File: src/rtl/mem_rd_arb_pkg.sv
// Shared constants and types for the two-requester AXI4 read arbiter.
// Response checking is compiled in only when MEM_RD_ARB_RESP_CHK_EN is defined.
package mem_rd_arb_pkg;

    localparam logic [2:0] ARSIZE_4B    = 3'b010;
    localparam logic [1:0] ARBURST_INCR = 2'b01;
    localparam logic [1:0] RESP_OKAY    = 2'b00;
    localparam logic [1:0] RESP_SLVERR  = 2'b10;
    localparam logic [1:0] RESP_DECERR  = 2'b11;

    typedef enum logic {
        ST_IDLE = 1'b0,
        ST_ADDR = 1'b1
    } state_t;

    typedef enum logic {
        REQ_0 = 1'b0,
        REQ_1 = 1'b1
    } req_idx_t;

endpackage

File: src/rtl/mem_rd_arb_grant.sv
// Fixed-priority grant (requester 0 first) with a starvation counter that
// hands one grant to requester 1 after STARVE_LIMIT consecutive losses.
module mem_rd_arb_grant #(
    parameter int STARVE_LIMIT = 8
) (
    input  logic clk,
    input  logic resetn,
    input  logic grant_en,
    input  logic req0_valid,
    input  logic req1_valid,
    output logic gnt0,
    output logic gnt1
);

    localparam logic [7:0] LIMIT = 8'(STARVE_LIMIT);

    logic [7:0] starve_cnt;

    always_comb begin
        gnt0 = 1'b0;
        gnt1 = 1'b0;
        if (grant_en) begin
            if (req0_valid && req1_valid) begin
                if (starve_cnt == LIMIT) gnt1 = 1'b1;
                else                     gnt0 = 1'b1;
            end else if (req0_valid) begin
                gnt0 = 1'b1;
            end else if (req1_valid) begin
                gnt1 = 1'b1;
            end
        end
    end

    // Counts only the grants that requester 1 actually lost.
    always_ff @(posedge clk) begin
        if (!resetn) begin
            starve_cnt <= 8'd0;
        end else if (gnt1) begin
            starve_cnt <= 8'd0;
        end else if (gnt0 && req1_valid && starve_cnt != 8'hFF) begin
            starve_cnt <= starve_cnt + 8'd1;
        end
    end

endmodule

File: src/rtl/mem_rd_arb.sv
// Two-requester AXI4 read arbiter: one AR in flight per grant, R beats routed
// by rid[0]. Define MEM_RD_ARB_RESP_CHK_EN to enable error-response tracking.
module mem_rd_arb
    import mem_rd_arb_pkg::*;
#(
    parameter int MAX_OUTSTANDING = 4,
    parameter int STARVE_LIMIT    = 8
) (
    input  logic        mem_clk,
    input  logic        mem_resetn,
    input  logic        req0_valid,
    input  logic [31:0] req0_addr,
    input  logic [7:0]  req0_len,
    output logic        req0_ready,
    output logic        req0_rvalid,
    output logic [31:0] req0_rdata,
    output logic        req0_rlast,
    input  logic        req0_rready,
    input  logic        req1_valid,
    input  logic [31:0] req1_addr,
    input  logic [7:0]  req1_len,
    output logic        req1_ready,
    output logic        req1_rvalid,
    output logic [31:0] req1_rdata,
    output logic        req1_rlast,
    input  logic        req1_rready,
    output logic [7:0]  mem_arid,
    output logic [31:0] mem_araddr,
    output logic [7:0]  mem_arlen,
    output logic [2:0]  mem_arsize,
    output logic [1:0]  mem_arburst,
    output logic        mem_arlock,
    output logic        mem_arvalid,
    input  logic        mem_arready,
    input  logic [7:0]  mem_rid,
    input  logic [31:0] mem_rdata,
    input  logic [1:0]  mem_rresp,
    input  logic        mem_rlast,
    input  logic        mem_rvalid,
    output logic        mem_rready,
    output logic [1:0]  err_resp,
    output logic [7:0]  err_cnt
);

    localparam logic [3:0] MAX_OUT = 4'(MAX_OUTSTANDING);

    state_t      state, state_nxt;
    logic [3:0]  outstanding;
    logic [31:0] ar_addr;
    logic [7:0]  ar_len;
    req_idx_t    ar_idx;
    logic        grant_en, gnt0, gnt1, gnt_any;
    logic        ar_hs, r_hs, r_last_hs, stray, route1;

    // Handshakes: a transfer happens on the edge where valid and ready are both 1;
    // once raised, mem_arvalid and its fields hold until that edge.
    assign grant_en = mem_resetn && (state == ST_IDLE) && (outstanding < MAX_OUT);
    assign gnt_any  = gnt0 | gnt1;

    mem_rd_arb_grant #(.STARVE_LIMIT(STARVE_LIMIT)) u_grant (
        .clk        (mem_clk),
        .resetn     (mem_resetn),
        .grant_en   (grant_en),
        .req0_valid (req0_valid),
        .req1_valid (req1_valid),
        .gnt0       (gnt0),
        .gnt1       (gnt1)
    );

    assign req0_ready  = gnt0;
    assign req1_ready  = gnt1;

    assign mem_arvalid = (state == ST_ADDR);
    assign mem_araddr  = ar_addr;
    assign mem_arlen   = ar_len;
    assign mem_arid    = {7'b0, ar_idx};
    assign mem_arsize  = ARSIZE_4B;
    assign mem_arburst = ARBURST_INCR;
    assign mem_arlock  = 1'b0;
    assign ar_hs       = mem_arvalid & mem_arready;

    assign stray       = |mem_rid[7:1];
    assign route1      = mem_rid[0];
    assign req0_rvalid = mem_rvalid & ~stray & ~route1;
    assign req1_rvalid = mem_rvalid & ~stray & route1;
    assign req0_rdata  = mem_rdata;
    assign req1_rdata  = mem_rdata;
    assign req0_rlast  = mem_rlast;
    assign req1_rlast  = mem_rlast;
    // Stray IDs are always sunk so they cannot block the channel.
    assign mem_rready  = mem_resetn & (stray | (route1 ? req1_rready : req0_rready));
    assign r_hs        = mem_rvalid & mem_rready;
    assign r_last_hs   = r_hs & mem_rlast;

    always_comb begin
        state_nxt = state;
        case (state)
            ST_IDLE: if (gnt_any) state_nxt = ST_ADDR;
            ST_ADDR: if (ar_hs)   state_nxt = ST_IDLE;
            default: state_nxt = ST_IDLE;
        endcase
    end

    always_ff @(posedge mem_clk) begin
        if (!mem_resetn) state <= ST_IDLE;
        else             state <= state_nxt;
    end

    always_ff @(posedge mem_clk) begin
        if (!mem_resetn) begin
            ar_addr <= 32'd0;
            ar_len  <= 8'd0;
            ar_idx  <= REQ_0;
        end else if (gnt_any) begin
            ar_addr <= gnt1 ? req1_addr : req0_addr;
            ar_len  <= gnt1 ? req1_len  : req0_len;
            ar_idx  <= req_idx_t'(gnt1);
        end
    end

    // A last beat with nothing outstanding (e.g. left over from before reset) is ignored.
    always_ff @(posedge mem_clk) begin
        if (!mem_resetn) begin
            outstanding <= 4'd0;
        end else if (ar_hs && !r_last_hs) begin
            outstanding <= outstanding + 4'd1;
        end else if (r_last_hs && !ar_hs && outstanding != 4'd0) begin
            outstanding <= outstanding - 4'd1;
        end
    end

`ifdef MEM_RD_ARB_RESP_CHK_EN
    logic resp_err;
    assign resp_err = (mem_rresp == RESP_SLVERR) || (mem_rresp == RESP_DECERR);

    always_ff @(posedge mem_clk) begin
        if (!mem_resetn) begin
            err_resp <= 2'b00;
            err_cnt  <= 8'd0;
        end else if (r_hs && resp_err) begin
            err_resp[route1] <= 1'b1;
            if (err_cnt != 8'hFF) err_cnt <= err_cnt + 8'd1;
        end
    end
`else
    logic unused_rresp;
    assign unused_rresp = ^mem_rresp;
    assign err_resp     = 2'b00;
    assign err_cnt      = 8'd0;
`endif

endmodule

File: config.mk
export PLATFORM = sky130hd
export DESIGN_NAME = mem_rd_arb
export DESIGN_NICKNAME = d
export VERILOG_FILES = /design/src/rtl/mem_rd_arb_pkg.sv /design/src/rtl/mem_rd_arb_grant.sv /design/src/rtl/mem_rd_arb.sv
export SDC_FILE = /design/constraint.sdc
export NUM_CORES = 1
export LEC_CHECK = 0
export CAP_MARGIN = 20
export CORE_AREA = 3 3 102 104
export CTS_BUF_LIST = sky130_fd_sc_hd__clkbuf_8
export DETAILED_ROUTE_END_ITERATION = 6
export DIE_AREA = 0 0 105 107
export DONT_BUFFER_PORTS = 1
export HOLD_SLACK_MARGIN = 0.02
export PLACE_DENSITY = 0.51
export SLEW_MARGIN = 30
export SYNTH_ARGS = -nofsm -noshare
export SYNTH_HDL_FRONTEND = slang
export SYNTH_SLANG_ARGS = --single-unit
File: constraint.sdc
create_clock -name mem_clk -period 2.23 [get_ports mem_clk]
set_input_delay 0.223 -clock mem_clk [delete_from_list [all_inputs] [get_ports mem_clk]]
set_output_delay 0.223 -clock mem_clk [all_outputs]
set_load 0.02 [all_outputs]
### Yosys cells after proc, flatten, opt, wreduce, memory -nomap -nowiden

Cells that the tools add are included.

| operators by class | value |
|---|---|
| eq/ne operators | 2 |
| reductions and logical operators | 14 |
| bitwise logic cells | 13 |
| mux-type cells | 17 |
| $add $sub $neg | 3 |
| magnitude comparators | 1 |

Operator list:

| operator | count |
|---|---|
| $mux 32 | 1 |
| $mux 1 | 12 |
| $add 8x1->8 const B | 1 |
| $eq 8x4->1 const B | 1 |
| $logic_and 1x1->1 | 8 |
| $mux 4 | 2 |
| $mux 8 | 1 |
| $ne 8x8->1 const B | 1 |
| $and 1x1->1 | 7 |
| $reduce_or 7->1 | 1 |
| $add 4x1->4 const B | 1 |
| $lt 4x3->1 const B | 1 |
| $not 1->1 | 4 |
| $reduce_bool 4->1 | 1 |
| $sub 4x1->4 const B | 1 |
| $logic_not 1->1 | 2 |
| $or 1x1->1 | 2 |
| $pmux 1 s2 | 1 |
| $reduce_bool 2->1 | 1 |
| $reduce_or 2->1 | 1 |

| storage, ports and cells | value |
|---|---|
| logic and storage cells | 56 |
| input port bits | 131 |
| flip-flop bits (word level) | 54 |
| output and inout port bits | 136 |

### Logic depth before layout (Yosys ltp)

| depth | value |
|---|---|
| word-level depth | 9 |
| mapped depth | 9 |
| depth with buffers taken out | 9 |

### Cells and area by module

From an unflattened synthesis, not the netlist that was laid out.

| second synthesis, totals | value |
|---|---|
| cells, all modules | 420 |
| area, all modules | 3545.9 µm² |

By module, submodules not included:

| module | area an instance (µm²) | cells each | instances | seq. area each (µm²) |
|---|---|---|---|---|
| mem_rd_arb | 3052.9 | 362 | 1 | 920.9 |
| mem_rd_arb_grant | 493.0 | 58 | 1 | 160.2 |

### Worst setup path before layout

No wires, ideal clock.

| timing | value |
|---|---|
| path type | input to register |
| start | in mem_rid[5] |
| end | reg outstanding[3] |
| stages on the path | 9 |
| arrival | 1931 ps |
| setup time | 133 ps |
| path buffers | 0 |
| slack | 165 ps |
| data required time | 2097 ps |
| cell sequence | nor4_1 -> a31o_2 -> nand3_1 -> ha_1 -> a21o_1 -> a21o_1 -> nor3_1 -> o21a_1 -> nor3_1 |

| between the ends | value |
|---|---|
| longest elaborated chain between the ends | 8 |
| elaborated cells between the ends (all ways) | 11 |
| those cells by class | mux: 1; bitwise: 4; reduce/logical: 6 |

Ends and longest elaborated chain:

| item | line | source |
|---|---|---|
| from (decl) | mem_rd_arb.sv:35 | `input logic [7:0] mem_rid,` |
| $reduce_or 7->1 (*) | mem_rd_arb.sv:82 | `assign stray = \|mem_rid[7:1];` |
| $or 1x1->1 (*) | mem_rd_arb.sv:91 | `assign mem_rready = mem_resetn & (stray \| (route1 ? req1_rready : req0_rready));` |
| $and 1x1->1 (*) | mem_rd_arb.sv:91 |  |
| $and 1x1->1 (*) | mem_rd_arb.sv:92 | `assign r_hs = mem_rvalid & mem_rready;` |
| $and 1x1->1 (*) | mem_rd_arb.sv:93 | `assign r_last_hs = r_hs & mem_rlast;` |
| $logic_not 1->1 or $logic_and 1x1->1 (tied branches) | mem_rd_arb.sv:125, mem_rd_arb.sv:127 |  |
| $logic_and 1x1->1 (on tied branches) | mem_rd_arb.sv:125, mem_rd_arb.sv:127 |  |
| $mux 4 or $reduce_bool 2->1 (tied branches) | - |  |
| to (signal assigned) | mem_rd_arb.sv:126 | `outstanding <= outstanding + 4'd1;` |
| to (signal assigned) | mem_rd_arb.sv:128 | `outstanding <= outstanding - 4'd1;` |
| to (decl) | mem_rd_arb.sv:48 | `logic [3:0] outstanding;` |

Every way passes the cells marked *; elsewhere a longest branch is shown, timed or not.
A chain may end at the register's enable or synchronous reset.

### Worst setup path after layout

| timing | value |
|---|---|
| start | reg u_grant.starve_cnt[4] |
| end | out req0_ready |

| between the ends | value |
|---|---|
| longest elaborated chain between the ends | 4 |

Ends and longest elaborated chain:

| item | line | source |
|---|---|---|
| from (decl) | mem_rd_arb_grant.sv:17 | `logic [7:0] starve_cnt;` |
| from (signal assigned) | mem_rd_arb_grant.sv:41 | `starve_cnt <= starve_cnt + 8'd1;` |
| $eq 8x4->1 | mem_rd_arb_grant.sv:24 | `if (starve_cnt == LIMIT) gnt1 = 1'b1;` |
| $mux 1 | mem_rd_arb_grant.sv:24 |  |
| $mux 1 | mem_rd_arb_grant.sv:23 | `if (req0_valid && req1_valid) begin` |
| $mux 1 | mem_rd_arb_grant.sv:22 | `if (grant_en) begin` |
| to (decl) | mem_rd_arb.sv:14 | `output logic req0_ready,` |

No other way between the ends.

==> reports/qor.csv <==
metric,value,unit
status,"finished, final reports clean",
hold path startpoint,req1_addr[30],
cell taking the most area after synthesis,dfxtp_1,
initial antenna violation count,0,
CTS tree,built,
Die W,105,um
Post-synth ARST share,0,
Adder-Cell Fraction of Synth Area,0.0222,
crit end category,output pin,
CTS root buffer,clkbuf_8,
"Setup violations, final",0,
Synth Area in XOR/XNOR,0.0222,
Final #Nets,425,
minimum clock period,2.15,ns
Setup CP Type,flop to output pin,
row count,36,
Worst Slack Setup Final,0.0761,ns
antenna cell count,0,
"commonest non-fill, non-tap cells in the layout","dfxtp_1 (52), o2bb2ai_1 (40), a22oi_1 (35)",
DR pass1 iterations,4,
"most common cell after layout, fill and taps aside",dfxtp_1,
"flops & latches, synth",54,
post-route setup TNS,0,ns
worst-case clock buffer depth,2,
RSZ-0062 raised after global routing,false,
vias in the first global route,2192,
GR Overflow Total,0,
Rel. slew slack,0.544,
DR vias,2145,
clock sink count,54,
peak supply drop,0.299,mV
pin count of the biggest net entering global routing,35,
main combinational cell family by area after synthesis,buffers and inverters,
Worst Tran Pin Value,0.681,ns
# port buffers,0,
Routed Wire Length,6.98,mm
die area,11200,sq um
Max H-tree Level,2,
clock slew at reported path FFs,0.10,ns
Seq. cell area,1080,sq um
area delta synth->final,-1.39,%
pre-CTS setup slack,0.0966,ns
maxcap violations,0,
# fillers,1022,
Worst Clk Skew,0.0142,ns
post-route ant nets,0,
yosys warns,0,
Die Y-Extent,107,um
layout cells sized above 1,0.128,
crit path launch,u_grant.starve_cnt[4],
simple-gate share of the synthesized area,0.0929,
sequential share of the synthesized area,0.343,
post-synthesis compound-gate area fraction,0.246,
RR Startpoint,u_grant.starve_cnt[4],
final non-filler cell area,3110,sq um
placer congestion estimate,0.735,
fin crit share,0.966,
Worst Path Arrival,1.93,ns
clk_lat worst skew,0.31,ns
Cell Pwr Density,700,nW/um^2
mux cell area share after synthesis,0.0159,
Post-Synthesis Cells,332,
area of the core,9640,sq um
# DRC,0,
top post-synthesis cells by area,"dfxtp_1 (34%), buf_4 (21%), o2bb2ai_1 (11%)",
Yosys cell types,42,
mean post-synth cell area,9.49,sq um
first-pass GRT wire length,10.9,mm
ys flop type,dfxtp_1,
crit-path max FO,10,
startpoint class of the critical path,flop,
DP Area,2760,sq um
area of the multi-input gates,1380,sq um
CTS Buf Count,5,
gr usage total,0.117,
starting density of the core,0.327,
num ports,267,
HP Class,input port to flop,
mapped cell area,3150,sq um
leakage power,1.10,nW
share of the synthesized area in the top cell type,0.343,
1st-iter DRT viols,91,
vias per std cell,5.08,
DP HPWL,5.18,mm
final slew viol count,0,
routed length per instance,16.5,um
fmax,0.464,GHz
final hold vios,0,
number of flops mapped to enable cells by yosys,0,
required time worst endpoint,2.01,ns
==> metrics by stage <==
step	util	hold WS, ns	power (mW)	cells
final	0.322	0.0328	2.18	422
after global placement	0.283	0.342	1.59	389
after CTS	0.316	0.0202	2.19	416
after floorplan	-	0.340	1.72	353
after global routing	0.322	0.0206	2.30	422
after detailed placement	0.286	0.345	1.61	390
==> kinds of logic after synthesis <==
logic type / after synthesis
AOI/OAI and AO/OA: 94
buffers and inverters: 113
DFF: 54
xor gates and xnor gates: 8
and+or+nand+nor: 51
muxes: 5
other: 2
adders and majority gates: 5
==> worst max-delay path, cell delays in order (launching register included) <==
cell and delay (ns):
dfxtp_2 0.35, or4b_4 0.53, o311a_4 0.40, buf_4 0.18, buf_4 0.16
==> cell type report <==
class	instances	share of cell area
sequential	54	0.349
clock inverter	2	0.00564
clock buffer	5	0.0221
timing repair buffer	39	0.123
tap	133	0.0535
multi-input combinational	186	0.443
inverter	3	0.00362
==> sequential cells by signal (all words and copies together) (netlist names) <==
name,count
ar_idx,1
mem_araddr,32
mem_arlen,8
mem_arvalid,1
outstanding,4
u_grant.starve_cnt,8
==> routing by layer <==
layer | up-vias | share of wire | global-route usage
met3 | 33 | 0.094 | 0.0391
met4 | 0 | 0.029 | 0.0553
met2 | 109 | 0.49 | 0.203
li1 | 1021 | - | -
met5 | - | 0 | 0
met1 | 982 | 0.39 | 0.129
==> timing repair <==
item,4_1_cts,5_1_grt
pin swaps,0,1
setup buffers,0,2
endpoints found under the setup margin,1,2
resized for setup,1,3
hold buffers,19,4
hold endpoints to repair,19,4
==> Yosys cell counts, types with 4 or more instances <==
cell	instances
nand4_1	7
buf_4	90
a22oi_1	35
and3_1	4
ha_1	4
xnor2_1	5
mux2i_1	5
nor3_1	12
a22oi_2	5
o2bb2ai_1	40
buf_2	5
clkbuf_1	10
buf_6	5
nor3b_1	4
dfxtp_1	54
nand2_1	7
==> where the power goes <==
group | total (mW) | leakage, nW | switching, mW | internal [mW]
registers | 1.21 | 0.443 | 0.163 | 1.05
clock network | 0.547 | 0.0450 | 0.323 | 0.224
logic | 0.415 | 0.608 | 0.220 | 0.195
==> worst paths after layout <==
kind | to | slack, ns | depth (start not counted)
max | req0_ready | 0.08 | 4
max reg2reg | mem_araddr[3] | 0.15 | 6
min | mem_araddr[30] | 0.03 | 1
min reg2reg | outstanding[1] | 0.53 | 2
No activity file was read; power rests on OpenSTA's default activity.
